File: src/rtl/async_fifo.sv
// Elastic buffer keeping the Gray-pointer crossing structure of a dual-clock FIFO, on a single clock.
// Latency: read data registered, valid right after the accepting edge; a write is readable 4 edges later.
// Backpressure: p_write_full / p_read_empty gate requests and lag by up to 3 cycles when they deassert.
//
// Ports:
//   clk           single clock, all logic on the rising edge
//   rstn          synchronous active-low reset
//   p_write_en    write request, accepted when !p_write_full
//   p_write_data  entry to write
//   p_write_full  registered full flag
//   p_read_en     read request, accepted when !p_read_empty
//   p_read_data   registered read data, holds while no read is accepted
//   p_read_empty  registered empty flag

module async_fifo #(
  parameter int BITS = 32,
  parameter int SIZE = 16
) (
  input  logic            clk,
  input  logic            rstn,
  input  logic            p_write_en,
  input  logic [BITS-1:0] p_write_data,
  output logic            p_write_full,
  input  logic            p_read_en,
  output logic [BITS-1:0] p_read_data,
  output logic            p_read_empty
);

  localparam int AW = $clog2(SIZE);
  localparam int PW = AW + 1;

  // Gray code of a pointer exactly SIZE ahead: the top two bits flip.
  localparam logic [PW-1:0] TOP2 = PW'(3) << (PW - 2);

  if (SIZE < 2 || (SIZE & (SIZE - 1)) != 0) begin : g_bad_size
    $error("async_fifo: SIZE must be a power of two and at least 2");
  end

  function automatic logic [PW-1:0] bin2gray(input logic [PW-1:0] b);
    return b ^ (b >> 1);
  endfunction

  // storage
  logic [BITS-1:0] mem_q [SIZE];

  // write side
  logic [PW-1:0] wptr_q,  wptr_d;
  logic [PW-1:0] wgray_q, wgray_d;
  logic [PW-1:0] rq1_q,   rq1_d;
  logic [PW-1:0] rq2_q,   rq2_d;
  logic          full_q,  full_d;

  // read side
  logic [PW-1:0]   rptr_q,  rptr_d;
  logic [PW-1:0]   rgray_q, rgray_d;
  logic [PW-1:0]   wq1_q,   wq1_d;
  logic [PW-1:0]   wq2_q,   wq2_d;
  logic            empty_q, empty_d;
  logic [BITS-1:0] rdata_q, rdata_d;

  logic wr_acc;
  logic rd_acc;

  always_comb begin
    wr_acc  = p_write_en && !full_q;
    rd_acc  = p_read_en && !empty_q;

    wptr_d  = wptr_q + {{AW{1'b0}}, wr_acc};
    wgray_d = bin2gray(wptr_d);
    rptr_d  = rptr_q + {{AW{1'b0}}, rd_acc};
    rgray_d = bin2gray(rptr_d);

    // two-flop pointer exchange in each direction
    wq1_d   = wgray_q;
    wq2_d   = wq1_q;
    rq1_d   = rgray_q;
    rq2_d   = rq1_q;

    // Flags look at the post-update local pointer against the stale synchronized
    // remote pointer, so they assert immediately and release late.
    full_d  = (wgray_d == (rq2_q ^ TOP2));
    empty_d = (rgray_d == wq2_q);

    rdata_d = rdata_q;
    if (rd_acc) begin
      rdata_d = mem_q[rptr_q[AW-1:0]];
    end
  end

  always_ff @(posedge clk) begin
    if (!rstn) begin
      wptr_q  <= '0;
      wgray_q <= '0;
      rq1_q   <= '0;
      rq2_q   <= '0;
      full_q  <= 1'b0;
      rptr_q  <= '0;
      rgray_q <= '0;
      wq1_q   <= '0;
      wq2_q   <= '0;
      empty_q <= 1'b1;
      rdata_q <= '0;
    end else begin
      wptr_q  <= wptr_d;
      wgray_q <= wgray_d;
      rq1_q   <= rq1_d;
      rq2_q   <= rq2_d;
      full_q  <= full_d;
      rptr_q  <= rptr_d;
      rgray_q <= rgray_d;
      wq1_q   <= wq1_d;
      wq2_q   <= wq2_d;
      empty_q <= empty_d;
      rdata_q <= rdata_d;
    end
  end

  // Storage is not reset; writes are suppressed while reset is held.
  always_ff @(posedge clk) begin
    if (rstn && wr_acc) begin
      mem_q[wptr_q[AW-1:0]] <= p_write_data;
    end
  end

  assign p_write_full = full_q;
  assign p_read_empty = empty_q;
  assign p_read_data  = rdata_q;

  // Structural invariants of the pointer exchange.
  a_wgray_step: assert property (@(posedge clk) disable iff (!rstn)
    $past(rstn) |-> ($countones(wgray_q ^ $past(wgray_q)) <= 1));
  a_rgray_step: assert property (@(posedge clk) disable iff (!rstn)
    $past(rstn) |-> ($countones(rgray_q ^ $past(rgray_q)) <= 1));
  a_occupancy:  assert property (@(posedge clk) disable iff (!rstn)
    (wptr_q - rptr_q) <= PW'(SIZE));
  a_full_safe:  assert property (@(posedge clk) disable iff (!rstn)
    ((wptr_q - rptr_q) == PW'(SIZE)) |-> full_q);
  a_empty_safe: assert property (@(posedge clk) disable iff (!rstn)
    (wptr_q == rptr_q) |-> empty_q);

endmodule

File: config.mk
export PLATFORM = sky130hd
export DESIGN_NAME = async_fifo
export DESIGN_NICKNAME = d
export VERILOG_FILES = /design/src/rtl/async_fifo.sv
export SDC_FILE = /design/constraint.sdc
export NUM_CORES = 1
export LEC_CHECK = 0
export ABC_AREA = 1
export ABC_CLOCK_PERIOD_IN_PS = 3000
export CORE_AREA = 2 2 236 238
export CTS_CLUSTER_SIZE = 28
export DETAILED_ROUTE_END_ITERATION = 7
export DIE_AREA = 0 0 238 240
export GPL_TIMING_DRIVEN = 0
export SLEW_MARGIN = 20
export SYNTH_ARGS = -nofsm -noshare
export SYNTH_HDL_FRONTEND = slang
export SYNTH_SLANG_ARGS = --single-unit
File: constraint.sdc
create_clock -name clk -period 3 [get_ports clk]
set_input_delay 0.45 -clock clk [delete_from_list [all_inputs] [get_ports clk]]
set_output_delay 0.45 -clock clk [all_outputs]
set_load 0.005 [all_outputs]
; After elaboration in Yosys (flattened, before gate mapping)
; Memory sizes are Yosys's and may differ from the RTL's. A register that Yosys moved wholly into a read port is not among the register bits.
; Index checks and enable logic that the tools add are counted.
[word_totals]
latchBits = 0
romBits = 0
n_memories = 1
wordCells = 26
regBits = 42
output_inout_bits = 34
ramBits = 512
inputBits = 36
[mem_list]
columns = memory, depth, word_bits, rd, rd_ports_with_merged_regs, wr, line_no
row1 = mem_q, 16, 32, 1, 1, 1, 44  ; logic [BITS-1:0] mem_q [SIZE];
[op_classes]
n_addsub = 2
n_reduce_logical = 6
n_lt_le_gt_ge = 0
bitwise = 3
muxes = 2
shifts = 0
eq_ne = 2
n_div = 0
n_mul = 0
[op_table]
columns = cell, count
row1 = 5-bit by 1-bit adder with 5-bit output, 2
row2 = 5-bit == test, 2
row3 = 5-bit by 4-bit XOR with 5-bit output, 2
row4 = 1-bit logical AND, 3
row5 = 1-bit zero test, 3
row6 = 1-bit two-way mux, 2
row7 = 2-bit NOT, 1

; Longest topological paths before layout
[logic_depth]
depth_word = 5
ltp_mapped = 15
mapped_depth_nobuf = 14

; Worst setup path before layout
; OpenSTA, ideal clock, no wires.
[synth_path]
path_kind = input-to-reg
from = in rstn
to = mem mem_q[0][0], enable pin
path_stages = 5
t_required_ps = 2579
arrival_ps = 2494
n_path_buf = 1
setup_ps = 421
slack_ps = 85
cell_sequence = buf_2 -> inv_1 -> nor3_1 -> nand3_1 -> nor2_1
[synth_via]
elab_chain_cells = 3
[synth_lines]
columns = item, line_no
row1 = "start, declared", 20  ; input logic rstn,
row2 = 1-bit logical AND, 120  ; if (rstn && wr_acc) begin
row3 = 1-bit two-way mux, 120
row4 = 1-bit two-way mux (not written as such), 121  ; mem_q[wptr_q[AW-1:0]] <= p_write_data;
row5 = "end, declared", 44
; No other way between the ends.

; Final worst setup path
[layout_path]
from = reg full_q, in the netlist p_write_full
to = mem mem_q[13][9], enable pin
[layout_via]
elab_chain_cells = 5
[layout_lines]
columns = item, line_no
row1 = "start, declared", 51  ; logic full_q, full_d;
row2 = "start signal, assigned", 108  ; full_q <= full_d;
row3 = 1-bit zero test, 65  ; wr_acc = p_write_en && !full_q;
row4 = 1-bit logical AND, 65
row5 = 1-bit logical AND, 120
row6 = 1-bit two-way mux, 120
row7 = 1-bit two-way mux (not written as such), 121
; No other way between the ends.

==> impl_metrics.yaml <==
status:
  status: "complete, no violations"
final_layout:
  fillers: 4781
  mostFrequentLayoutCells: "952 x nand2_1, 512 x edfxtp_1, 331 x nand3_1"
  regArea_sq_mm: 0.0168
  multi_input_area_sq_mm: 0.00587
  syn_to_final_growth_pct: 16.6
  fin_nets: 2409
  final_common_cell: "nand2_1"
  drive_above_1_share_pct: 9.02
global_routing:
  grt_pass1_wl_um: 96500
  antenna_found_initial: 1
  grt_pass1_vias: 15600
  grt_max_degree: 20
  grt-ovfl-total: 0
  track_usage_pct: 22.8
setup_path:
  worst_ep_arrival_time_ns: 2.91
  path_cells: "nor3_1 -> nand3_1 -> nor2_4 -> buf_12"
  cp-start-kind: "register"
  cpPeakStageDelay_ns: 0.73
  required_ns: 3.32
  critPathMaxFanout: 17
  crit_path_end_kind: "register"
  worstSetupPathType: "reg2reg"
  cp_slowest_cell: "nor2_4"
timing:
  worst_pin_slew_ns: 0.909
  period_minus_slack_ns: 2.59
  tns_ns: 0
  clock_skew_ns: 0.0222
  slew_violations: 0
  period_share_pct: 86.5
  rsz0062_at_grt: "false"
  hold_viol_final: 0
  timing.slew.headroom_pct: 39.4
  timing.hold.ws_ns: 0.169
  setup_violations: 0
  clock.fmax_mhz: 385
synthesis:
  synth_top_area_share_pct: 64.7
  yosys-top-cells-area: "edfxtp_1 65%, nand2_1 15%, nand3_1 7.0%"
  synth_seq_cells: 584
  syn_avg_cell_area_sq_um: 10.7
  synth_top_family_by_area: "simple AND/OR/NAND/NOR gates"
  muxShareOfSynthArea_pct: 0
  synth_top_area_cell: "edfxtp_1"
  yosys.area_share.simple_pct: 23.8
  synth_seq_area_share_pct: 70.8
  synth_compound_area_share_pct: 0.169
  syn-cell-area_sq_mm: 0.0238
  syn_inst: 2225
  yosysUniqueCellTypes: 21
  synthXorXnorAreaFrac_pct: 0
  synth_adder_area_share_pct: 0.263
  ys_warn_count: 0
  syn_nets: 2266
floorplanning:
  die_area_sq_mm: 0.0571
  die_w_um: 238
  coreArea_sq_mm: 0.0547
  die_height_um: 240
  io_pins: 70
  num_rows: 86
  start_util_pct: 43.5
drt:
  drtIter0Drc: 1500
  drc_errors: 0
  vias: 16300
  viasPerCell: 5.21
  wl_per_cell_um: 20.7
  wirelength_um: 64700
  first_pass_iters: 6
  ant_nets: 0
power_and_ir_drop:
  finalPower_mw: 17.3
  power_density_mw_per_mm2: 626
  ir_drop_mv: 0.485
  leakagePower_nw: 10.8
clocking:
  clockBufferDepth: 3
  h-tree-depth: 2
  post_cts_resized: 0
  post_cts_buffers: 0
  root_buffer: "clkbuf_16"
  clk_latency_ns: 0.64
  cts-buffers-inserted: 58
  path_clk_slew_ns: 0.06
  cts_tree: "built"
  cts_hold_buf: 0
  cts_sinks: 584
placement:
  io_buffers: 68
  gp_congestion: 0.827
  detailed_place_hpwl_um: 43300
flow_run:
  cap_violations: 0
min_path:
  hold_path_class: "in2reg"
==> cells by family after synthesis <==
family	Yosys count
AO/OA/AOI/OAI	8
adder cells (fa/ha/maj)	5
buffers and inverters	242
flip-flops	584
AND/OR/NAND/NOR	1386
==> routing by layer <==
| layer | global-route usage [%] | routed length [um] |
|---|---|---|
| met5 | 0 | 0 |
| met4 | 6.86 | 1710 |
| met3 | 4.31 | 4760 |
| met2 | 37.6 | 30500 |
| met1 | 30.8 | 27700 |
==> state kept, by name (all words and copies together), names as in the netlist <==
register / count
wq1_q: 5
p_write_full: 1
mem_q: 512
rptr_q: 5
rq1_q: 5
rgray_q: 4
wq2_q: 5
p_read_data: 32
wgray_q: 4
p_read_empty: 1
wptr_q: 5
rq2_q: 5
==> report_power, final <==
group / switching, mW / internal, mW / total (mW)
clock: 3.10 / 4.24 / 7.34
combinational: 0.703 / 0.339 / 1.04
sequential: 0.0338 / 8.93 / 8.96
==> critical path, delay by kind of cell (launching register included) <==
kind	cells	cell delay (ns)
flops	1	0.32
buf+inv	1	0.27
simple gates	3	1.67
==> worst paths after layout <==
kind | start | endpoint | slack (ns) | cells after the start
max reg2reg | p_write_full | mem_q[13][9] | 0.41 | 4
min | rstn | rptr_q[1] | 0.17 | 3
max | p_write_full | mem_q[13][9] | 0.41 | 4
min reg2reg | rgray_q[0] | rq1_q[0] | 0.41 | 2
==> cells in the mapped netlist, drive strengths merged <==
master and number:
nor3 1, nor2 94, nand2 952, clkinv 1, clkbuf 11, nand3 331
edfxtp 512, nand4 5, inv 123, a21oi 8, nand3b 3, dfxtp 72
buf 107, ha 5
==> stage by stage <==
| stage | utilization (%) | area, sq um | std cells | setup WS, ns |
|---|---|---|---|---|
| CTS | 50.7 | 27700 | 3121 | 0.138 |
| finish | 50.7 | 27700 | 3121 | 0.405 |
| global placement | 46.3 | 25300 | 2997 | -2.23 |
| floorplan | - | 23800 | 2225 | 0.0847 |
| detailed placement | 47.2 | 25800 | 3013 | -0.480 |
| global route | 50.7 | 27700 | 3120 | 0.244 |
==> layout make-up <==
type	count	share of cell area [%]
diodes	1	0.00904
inverters	124	1.69
repair buffers	84	3.72
clock inverters	26	1.10
clock buffers	82	5.79
well taps	704	3.18
flip-flops and latches	584	60.7
multi-input cells	1399	21.2
plain buffers	117	2.59
Power figures use the tool's default switching activity.
